<file path="src/rtl/spi_bus_pkg.sv">
// Shared definitions for the SPI bus arbiter: state encoding, default sizing
// and the DC flag meanings used by the downstream command/data engines.
package spi_bus_pkg;

    typedef enum logic [1:0] {
        ST_IDLE  = 2'd0,
        ST_GRANT = 2'd1,
        ST_SEND  = 2'd2
    } arb_state_e;

    localparam int DEF_N_REQ      = 3;
    localparam int DEF_TX_TIMEOUT = 4096;

    localparam logic DC_CMD  = 1'b0;
    localparam logic DC_DATA = 1'b1;

endpackage

</file>
<file path="src/rtl/spi_arb_rr_pick.sv">
// Combinational round-robin picker: first set request bit searching upward
// from ptr_i+1 with wrap-around, so the last winner has lowest priority.
module spi_arb_rr_pick #(
    parameter int N_REQ = 3,
    parameter int IW    = 2
) (
    input  logic [N_REQ-1:0] req_i,
    input  logic [IW-1:0]    ptr_i,
    output logic [IW-1:0]    win_o,
    output logic             any_o
);

    // Scan offsets 1..N_REQ from the pointer and keep the first hit.
    always_comb begin
        int j;
        win_o = '0;
        any_o = 1'b0;
        j     = 0;
        for (int i = 1; i <= N_REQ; i++) begin
            j = int'(ptr_i) + i;
            if (j >= N_REQ) begin
                j = j - N_REQ;
            end
            if (!any_o && req_i[j]) begin
                any_o = 1'b1;
                win_o = IW'(j);
            end
        end
    end

endmodule

</file>
<file path="src/rtl/spi_bus_arbiter.sv">
// Shares one SPI byte transmitter between N_REQ clients. Whole transactions
// are granted round-robin; bytes move through a valid/ready handshake on the
// client side and a we/done handshake on the transmitter side. A per-byte
// watchdog frees the bus if the transmitter never reports done.
module spi_bus_arbiter
    import spi_bus_pkg::*;
#(
    parameter int N_REQ      = DEF_N_REQ,
    parameter int TX_TIMEOUT = DEF_TX_TIMEOUT,
    parameter int CNT_W      = 12
) (
    input  logic               i_clk,
    input  logic               i_rst_n,
    input  logic [N_REQ-1:0]   i_req,
    input  logic [N_REQ-1:0]   i_valid,
    input  logic [8*N_REQ-1:0] i_byte,
    input  logic [N_REQ-1:0]   i_dc,
    input  logic [N_REQ-1:0]   i_last,
    output logic [N_REQ-1:0]   o_ready,
    output logic [N_REQ-1:0]   o_grant,
    output logic [7:0]         o_tx_byte,
    output logic               o_tx_dc,
    output logic               o_tx_we,
    input  logic               i_tx_done,
    output logic               o_busy,
    output logic               o_err
);

    localparam int IW = (N_REQ > 1) ? $clog2(N_REQ) : 1;
    // The abort decision is registered, so it is taken one count early; the
    // error pulse then lands on the cycle the watchdog reads TX_TIMEOUT-1.
    localparam logic [CNT_W-1:0] WD_LAST = CNT_W'(TX_TIMEOUT - 2);

    arb_state_e         state_q, state_d;
    logic [N_REQ-1:0]   grant_q, grant_d;
    logic [IW-1:0]      gidx_q, gidx_d;
    logic [IW-1:0]      ptr_q, ptr_d;
    logic [CNT_W-1:0]   wdog_q, wdog_d;
    logic [7:0]         tx_byte_q, tx_byte_d;
    logic               tx_dc_q, tx_dc_d;
    logic               last_q, last_d;
    logic               we_q, we_d;
    logic [N_REQ-1:0]   ready_q, ready_d;
    logic               err_q, err_d;

    logic [IW-1:0]      pick_win;
    logic               pick_any;

    logic               g_req;
    logic               g_valid;
    logic [7:0]         g_byte;
    logic               g_dc;
    logic               g_last;

    spi_arb_rr_pick #(
        .N_REQ (N_REQ),
        .IW    (IW)
    ) u_pick (
        .req_i (i_req),
        .ptr_i (ptr_q),
        .win_o (pick_win),
        .any_o (pick_any)
    );

    // Route the granted requester's request, valid, byte, DC and last flags.
    always_comb begin
        g_req   = 1'b0;
        g_valid = 1'b0;
        g_byte  = 8'h00;
        g_dc    = 1'b0;
        g_last  = 1'b0;
        for (int k = 0; k < N_REQ; k++) begin
            if (gidx_q == IW'(k)) begin
                g_req   = i_req[k];
                g_valid = i_valid[k];
                g_byte  = i_byte[8*k +: 8];
                g_dc    = i_dc[k];
                g_last  = i_last[k];
            end
        end
    end

    // Next-state and registered-output logic of the arbitration FSM.
    always_comb begin
        state_d   = state_q;
        grant_d   = grant_q;
        gidx_d    = gidx_q;
        ptr_d     = ptr_q;
        wdog_d    = wdog_q;
        tx_byte_d = tx_byte_q;
        tx_dc_d   = tx_dc_q;
        last_d    = last_q;
        we_d      = 1'b0;
        ready_d   = '0;
        err_d     = 1'b0;
        case (state_q)
            ST_IDLE: begin
                if (pick_any) begin
                    state_d = ST_GRANT;
                    gidx_d  = pick_win;
                    for (int k = 0; k < N_REQ; k++) begin
                        grant_d[k] = (pick_win == IW'(k));
                    end
                end
            end
            ST_GRANT: begin
                if (!g_req && !g_valid) begin
                    state_d = ST_IDLE;
                    grant_d = '0;
                    ptr_d   = gidx_q;
                end else if (g_valid) begin
                    tx_byte_d = g_byte;
                    tx_dc_d   = g_dc;
                    last_d    = g_last;
                    we_d      = 1'b1;
                    ready_d   = grant_q;
                    wdog_d    = '0;
                    state_d   = ST_SEND;
                end
            end
            ST_SEND: begin
                wdog_d = wdog_q + CNT_W'(1);
                if (i_tx_done) begin
                    if (last_q || !g_req) begin
                        state_d = ST_IDLE;
                        grant_d = '0;
                        ptr_d   = gidx_q;
                    end else begin
                        state_d = ST_GRANT;
                    end
                end else if (wdog_q == WD_LAST) begin
                    err_d   = 1'b1;
                    state_d = ST_IDLE;
                    grant_d = '0;
                    ptr_d   = gidx_q;
                end
            end
            default: begin
                state_d = ST_IDLE;
                grant_d = '0;
            end
        endcase
    end

    // State and output registers; reset aborts any grant immediately.
    always_ff @(posedge i_clk or negedge i_rst_n) begin
        if (!i_rst_n) begin
            state_q   <= ST_IDLE;
            grant_q   <= '0;
            gidx_q    <= '0;
            ptr_q     <= IW'(N_REQ - 1);
            wdog_q    <= '0;
            tx_byte_q <= 8'h00;
            tx_dc_q   <= DC_CMD;
            last_q    <= 1'b0;
            we_q      <= 1'b0;
            ready_q   <= '0;
            err_q     <= 1'b0;
        end else begin
            state_q   <= state_d;
            grant_q   <= grant_d;
            gidx_q    <= gidx_d;
            ptr_q     <= ptr_d;
            wdog_q    <= wdog_d;
            tx_byte_q <= tx_byte_d;
            tx_dc_q   <= tx_dc_d;
            last_q    <= last_d;
            we_q      <= we_d;
            ready_q   <= ready_d;
            err_q     <= err_d;
        end
    end

    assign o_grant   = grant_q;
    assign o_ready   = ready_q;
    assign o_tx_byte = tx_byte_q;
    assign o_tx_dc   = tx_dc_q;
    assign o_tx_we   = we_q;
    assign o_err     = err_q;
    assign o_busy    = (state_q != ST_IDLE);

endmodule

</file>
<file path="config.mk">
export PLATFORM = sky130hd
export DESIGN_NAME = spi_bus_arbiter
export DESIGN_NICKNAME = d
export VERILOG_FILES = /design/src/rtl/spi_bus_pkg.sv /design/src/rtl/spi_arb_rr_pick.sv /design/src/rtl/spi_bus_arbiter.sv
export SDC_FILE = /design/constraint.sdc
export NUM_CORES = 1
export LEC_CHECK = 0
export ABC_CLOCK_PERIOD_IN_PS = 4500
export CORE_ASPECT_RATIO = 1.5
export CORE_UTILIZATION = 53
export CTS_CLUSTER_DIAMETER = 100
export DETAILED_ROUTE_END_ITERATION = 8
export HOLD_SLACK_MARGIN = 0.05
export PLACE_DENSITY = 0.82
export SYNTH_ARGS = -nofsm -noshare
export SYNTH_HDL_FRONTEND = slang
export SYNTH_HIERARCHICAL = 1
export SYNTH_SLANG_ARGS = --single-unit
export TNS_END_PERCENT = 1
</file>
<file path="constraint.sdc">
create_clock -name i_clk -period 4.5 [get_ports i_clk]
set_clock_uncertainty 0.05 [all_clocks]
set_input_delay 1.125 -clock i_clk [delete_from_list [all_inputs] [get_ports i_clk]]
set_output_delay 1.125 -clock i_clk [all_outputs]
set_load 0.05 [all_outputs]
</file>
Word level (Yosys, flattened, before mapping)
Cells that the tools add are included.

Register bits after elaboration: 36. Word-level logic and storage cells: 121.

$add $sub $neg: 7. $lt $le $gt $ge: 6. Eq/ne operators: 14. Mux-type cells: 63. Bitwise logic cells: 1. Reduce and logical (&&, ||, !) cells: 19.

Operators with widths (count): 32-bit by 3-bit greater-or-equal comparator with 1-bit output, second input constant (3); 32-bit by 4-bit less-than comparator with 1-bit output, second input constant (3); 32-bit 2-to-1 mux (3); 32-bit by 3-bit subtractor with 32-bit output, second input constant (3); 1-bit 2-to-1 mux (28); 12-bit 2-to-1 mux (2); 2-bit 2-to-1 mux (12); 3-bit 2-to-1 mux (8); 8-bit 2-to-1 mux (3); 12-bit one-hot mux with 2 select lines (1); 12-bit by 1-bit adder with 12-bit output, second input constant (1); 12-bit equality test, second input constant (1); 3-bit inequality test, second input constant (3); 3-bit one-hot mux with 3 select lines (1); 3-bit AND reduction (3); 2-bit inequality test, second input constant (4); 4-bit AND reduction (2); 2-bit by 2-bit adder with 3-bit output, second input constant (2); 1-bit binary-select mux with 2-bit select (3); 2-bit by 1-bit equality test with 1-bit output, second input constant (3); 2-bit equality test, second input constant (3); 2-bit zero test (3); 2-bit one-hot mux with 3 select lines (1); 1-bit zero test (4); other kinds (7) (10).

Longest topological paths before layout
Depth in word-level cells: 16. Depth in mapped cells: 8.

Modules after synthesis
The synthesis kept the hierarchy.

Modules (own cells, without submodules): spi_bus_arbiter (instances 1, cells each 209, area each 2024.4 µm²); spi_arb_rr_pick (instances 1, cells each 25, area each 171.4 µm²).

Worst setup path before layout
Ideal clock, no wire load.

Path kind: input port to flip-flop. Start: in i_req[2]. End: reg grant_q[0], in the netlist o_grant[0]. Library setup time: 128 ps. Data arrival time: 2370 ps. Required time: 4322 ps. Slack: 1953 ps. Stages: 5. Buffers on the path: 0. Path through: a21oi_1 o311ai_0 nor2_1 a2111o_1 mux2_1.

Elaborated cells on any way between the ends: 30.

RTL lines: start: declaration (line spi_bus_arbiter.sv:14) `input logic [N_REQ-1:0] i_req,`; 1-bit binary-select mux with 2-bit select (line spi_arb_rr_pick.sv:24) `if (!any_o && req_i[j]) begin`; 1-bit 2-to-1 mux (not written as such) (2 in series) (line spi_arb_rr_pick.sv:24); 1-bit 2-to-1 mux (line spi_arb_rr_pick.sv:24); 1-bit zero test (line spi_arb_rr_pick.sv:24); 1-bit logical AND (line spi_arb_rr_pick.sv:24); 1-bit 2-to-1 mux (line spi_arb_rr_pick.sv:24); 1-bit zero test (line spi_arb_rr_pick.sv:24); 1-bit logical AND (line spi_arb_rr_pick.sv:24); 1-bit 2-to-1 mux (*) (line spi_arb_rr_pick.sv:24); via pick_any (line spi_bus_arbiter.sv:47) `logic pick_any;`; 2-bit inequality test (no line) (*); 4-bit AND reduction (no line) (*); end signal: assignment (line spi_bus_arbiter.sv:161) `grant_q <= grant_d;`; end: declaration (line spi_bus_arbiter.sv:35) `logic [N_REQ-1:0] grant_q, grant_d;`.

The timed path passes the listed nets; every way through them passes the cells marked *. The select of a mux whose other input is x is not followed. A chain may end at the register's enable or synchronous reset.

Worst setup path in the final report
Start: reg state_q[0]. End: out o_busy.

Cells in the longest elaborated chain, start to end: 1.

RTL lines: start: declaration (line spi_bus_arbiter.sv:34) `arb_state_e state_q, state_d;`; start signal: assignment (line spi_bus_arbiter.sv:160) `state_q <= state_d;`; 2-bit nonzero test (line spi_bus_arbiter.sv:180) `assign o_busy = (state_q != ST_IDLE);`; end: declaration (line spi_bus_arbiter.sv:25) `output logic o_busy,`.

Every way passes these cells.

==> metrics.txt <==
status=finished clean; fmax=320 MHz; Final min period=3130 ps; Post-CTS Setup Bufs=0; hold bufs inserted after CTS=0; Post-synth top flop=dfrtp_1; Max-Cap Viols=0; Residual DRC=0; vias in the first global route=1893; RSZ-0062 raised after global routing=no; drt pass-1 iters=4; Final ANT Viol Nets=0; Req. time, crit path=3320 ps; Buffers on Ports=56; Global Route Usage Sum=24.8%; Syn. warnings=6; Die Ht=80.8 um; initial antenna violation count=0; DRT iter0 DRCs=79; period utilization=69.5%; crit path max fanout=5; H-Tree Depth=2; final-layout fill cell count=313; Netlist cell types=54; Area after DPL=0.00279 sq mm; Hold WC Path Type=reg -> reg; row count=28; Async S/R FF share, synth=100%; clk_lat worst skew=280 ps; Synth area leaders=dfrtp_1 (40%), mux2i_1 (5.5%), ha_1 (5.1%), a21oi_1 (4.8%), nor2_1 (4.8%); cell type with the largest total area after synthesis=dfrtp_1; EDFF count, synth=0; Post-synth top cells=dfrtp_1 (35), nor2_1 (28), a21oi_1 (21); register area=902 sq um; GP Congestion=0.733; Synth Register Bits=36; total grt overflow=0; Net Count, Synth=282; Post-Syn Area per Cell=9.38 sq um; mapped cell area=0.00220 sq mm; Crit path arrival time=1950 ps; Final Routed Wirelength=4.96 mm; layout cells sized above 1=8.97%; total power=1.78 mW; clock-pin slew on the worst setup and hold paths=70 ps; first-pass GRT wire length=8.08 mm; final hold violation count=0; routed vias/inst=5.91; Total Negative Setup Slacks=0 ps; final instance area=0.00288 sq mm; top-count cell post-synth=dfrtp_1; Routed wire per std cell=14.8 um; Initial Utilization=55.5%; largest net degree at the start of global routing=37; die footprint=0.00441 sq mm; Hold Slack=456 ps; Slew Limit Fails=0; Synth Instances=234; Slew HR=45.5%; Setup Crit Path Kind=reg -> out; CTS tree=done; critical path endpoint category=output pin; die width=54.6 um; Final Util=72.9%; Max VDD drop=416 uV; CORE AREA=0.00396 sq mm; CTS Buffer Depth=2; LEAKAGE=1.22 nW; Layout area overhead=31.3%; # IOs=57; post-synth top area share=39.9%; total CTS buffers=5; # setup viols final=0; n_diodes=0; DP HPWL=3.68 mm; via count=1979; Worst Setup Start Kind=flip-flop; post_cts resized=0; power per cell area=616 mW/mm^2; worst slew pin tran=816 ps; multi-input combinational cell area=0.00119 sq mm; clk sink count=36; # nets final=338; register area share after synthesis=41.1%; root buffer cell=clkbuf_8
[layout by cell type, fill, tap and decap left out, types with 4 or more instances in the layout]
cell | Yosys | layout
a21oi_1 | 21 | 21
a22o_1 | 6 | 6
and2_1 | 4 | 4
clkbuf_8 | 0 | 7
clkdlybuf4s50_1 | 0 | 56
dfrtp_1 | 35 | 35
ha_1 | 9 | 9
inv_1 | 14 | 14
mux2_1 | 5 | 5
mux2i_1 | 12 | 12
nand2_1 | 8 | 8
nand2b_1 | 6 | 6
nand3_1 | 10 | 10
nor2_1 | 28 | 28
nor3_1 | 5 | 5
o21ai_0 | 6 | 6
[per-layer routing]
metal / part of all wire [%] / global-route usage (%) / vias to the layer above
li1: - / - / 961
met1: 40 / 27.2 / 966
met2: 55 / 44.8 / 46
met3: 3.8 / 6.18 / 6
met4: 1.3 / 8.21 / 0
met5: 0 / 0 / -
[critical path, stage by stage (launching register included)]
cell             delay [ps]
dfrtp_1                 370
inv_1                    90
ha_1                    240
inv_1                   140
clkdlybuf4s50_1         820
[report_power, final]
group          internal [mW]  switching [mW]  total [mW]
Clock                  0.136           0.110       0.246
Sequential             0.418          0.0751       0.493
Combinational          0.399           0.639        1.04
[stage by stage]
step           std cells  setup slack [ps]
2_1_floorplan        234              1950
3_3_place_gp         328              1260
3_5_place_dp         328              1160
4_1_cts              335              1360
5_1_grt              335              1250
6_report             335              1370
[cells by family (layout without fill, tap and decap cells)]
kind of cell    count (synthesis)  count (layout)  share of synthesized area [%]
simple gates                   81              81                           18.6
compound gates                 62              62                           20.2
flops                          36              36                           41.1
buf+inv                        25              81                           4.73
mux                            21              21                           10.2
fa+ha+maj                       9               9                           5.13
[layout make-up]
cell class,count,area share (%)
tap,45,1.95
sequential,36,31.3
clock buffer,7,3.34
multi-input combinational,173,41.3
timing repair buffer,59,20.2
inverter,15,1.95
[state kept, by name, indices dropped and copies added, names as in the netlist]
signal,cells
o_tx_we,1
o_tx_dc,1
o_tx_byte,8
o_grant,3
last_q,1
o_ready,3
o_err,1
gidx_q,2
wdog_q,12
state_q,2
ptr_q,2
[worst paths after layout]
| kind | start | to | slack (ps) | cells after the start |
|---|---|---|---|---|
| worst max-delay path | state_q[0] | o_busy | 1370 | 4 |
| worst min-delay path | o_grant[1] | o_ready[1] | 460 | 1 |
| worst max register to register | ptr_q[1] | o_grant[2] | 1920 | 7 |
| worst min register to register | o_grant[1] | o_ready[1] | 460 | 1 |
| max in group asynchronous | i_rst_n | ptr_q[1] | 2850 | 2 |
| min in group asynchronous | i_rst_n | wdog_q[6] | 1200 | 2 |
Power figures use the tool's default switching activity.
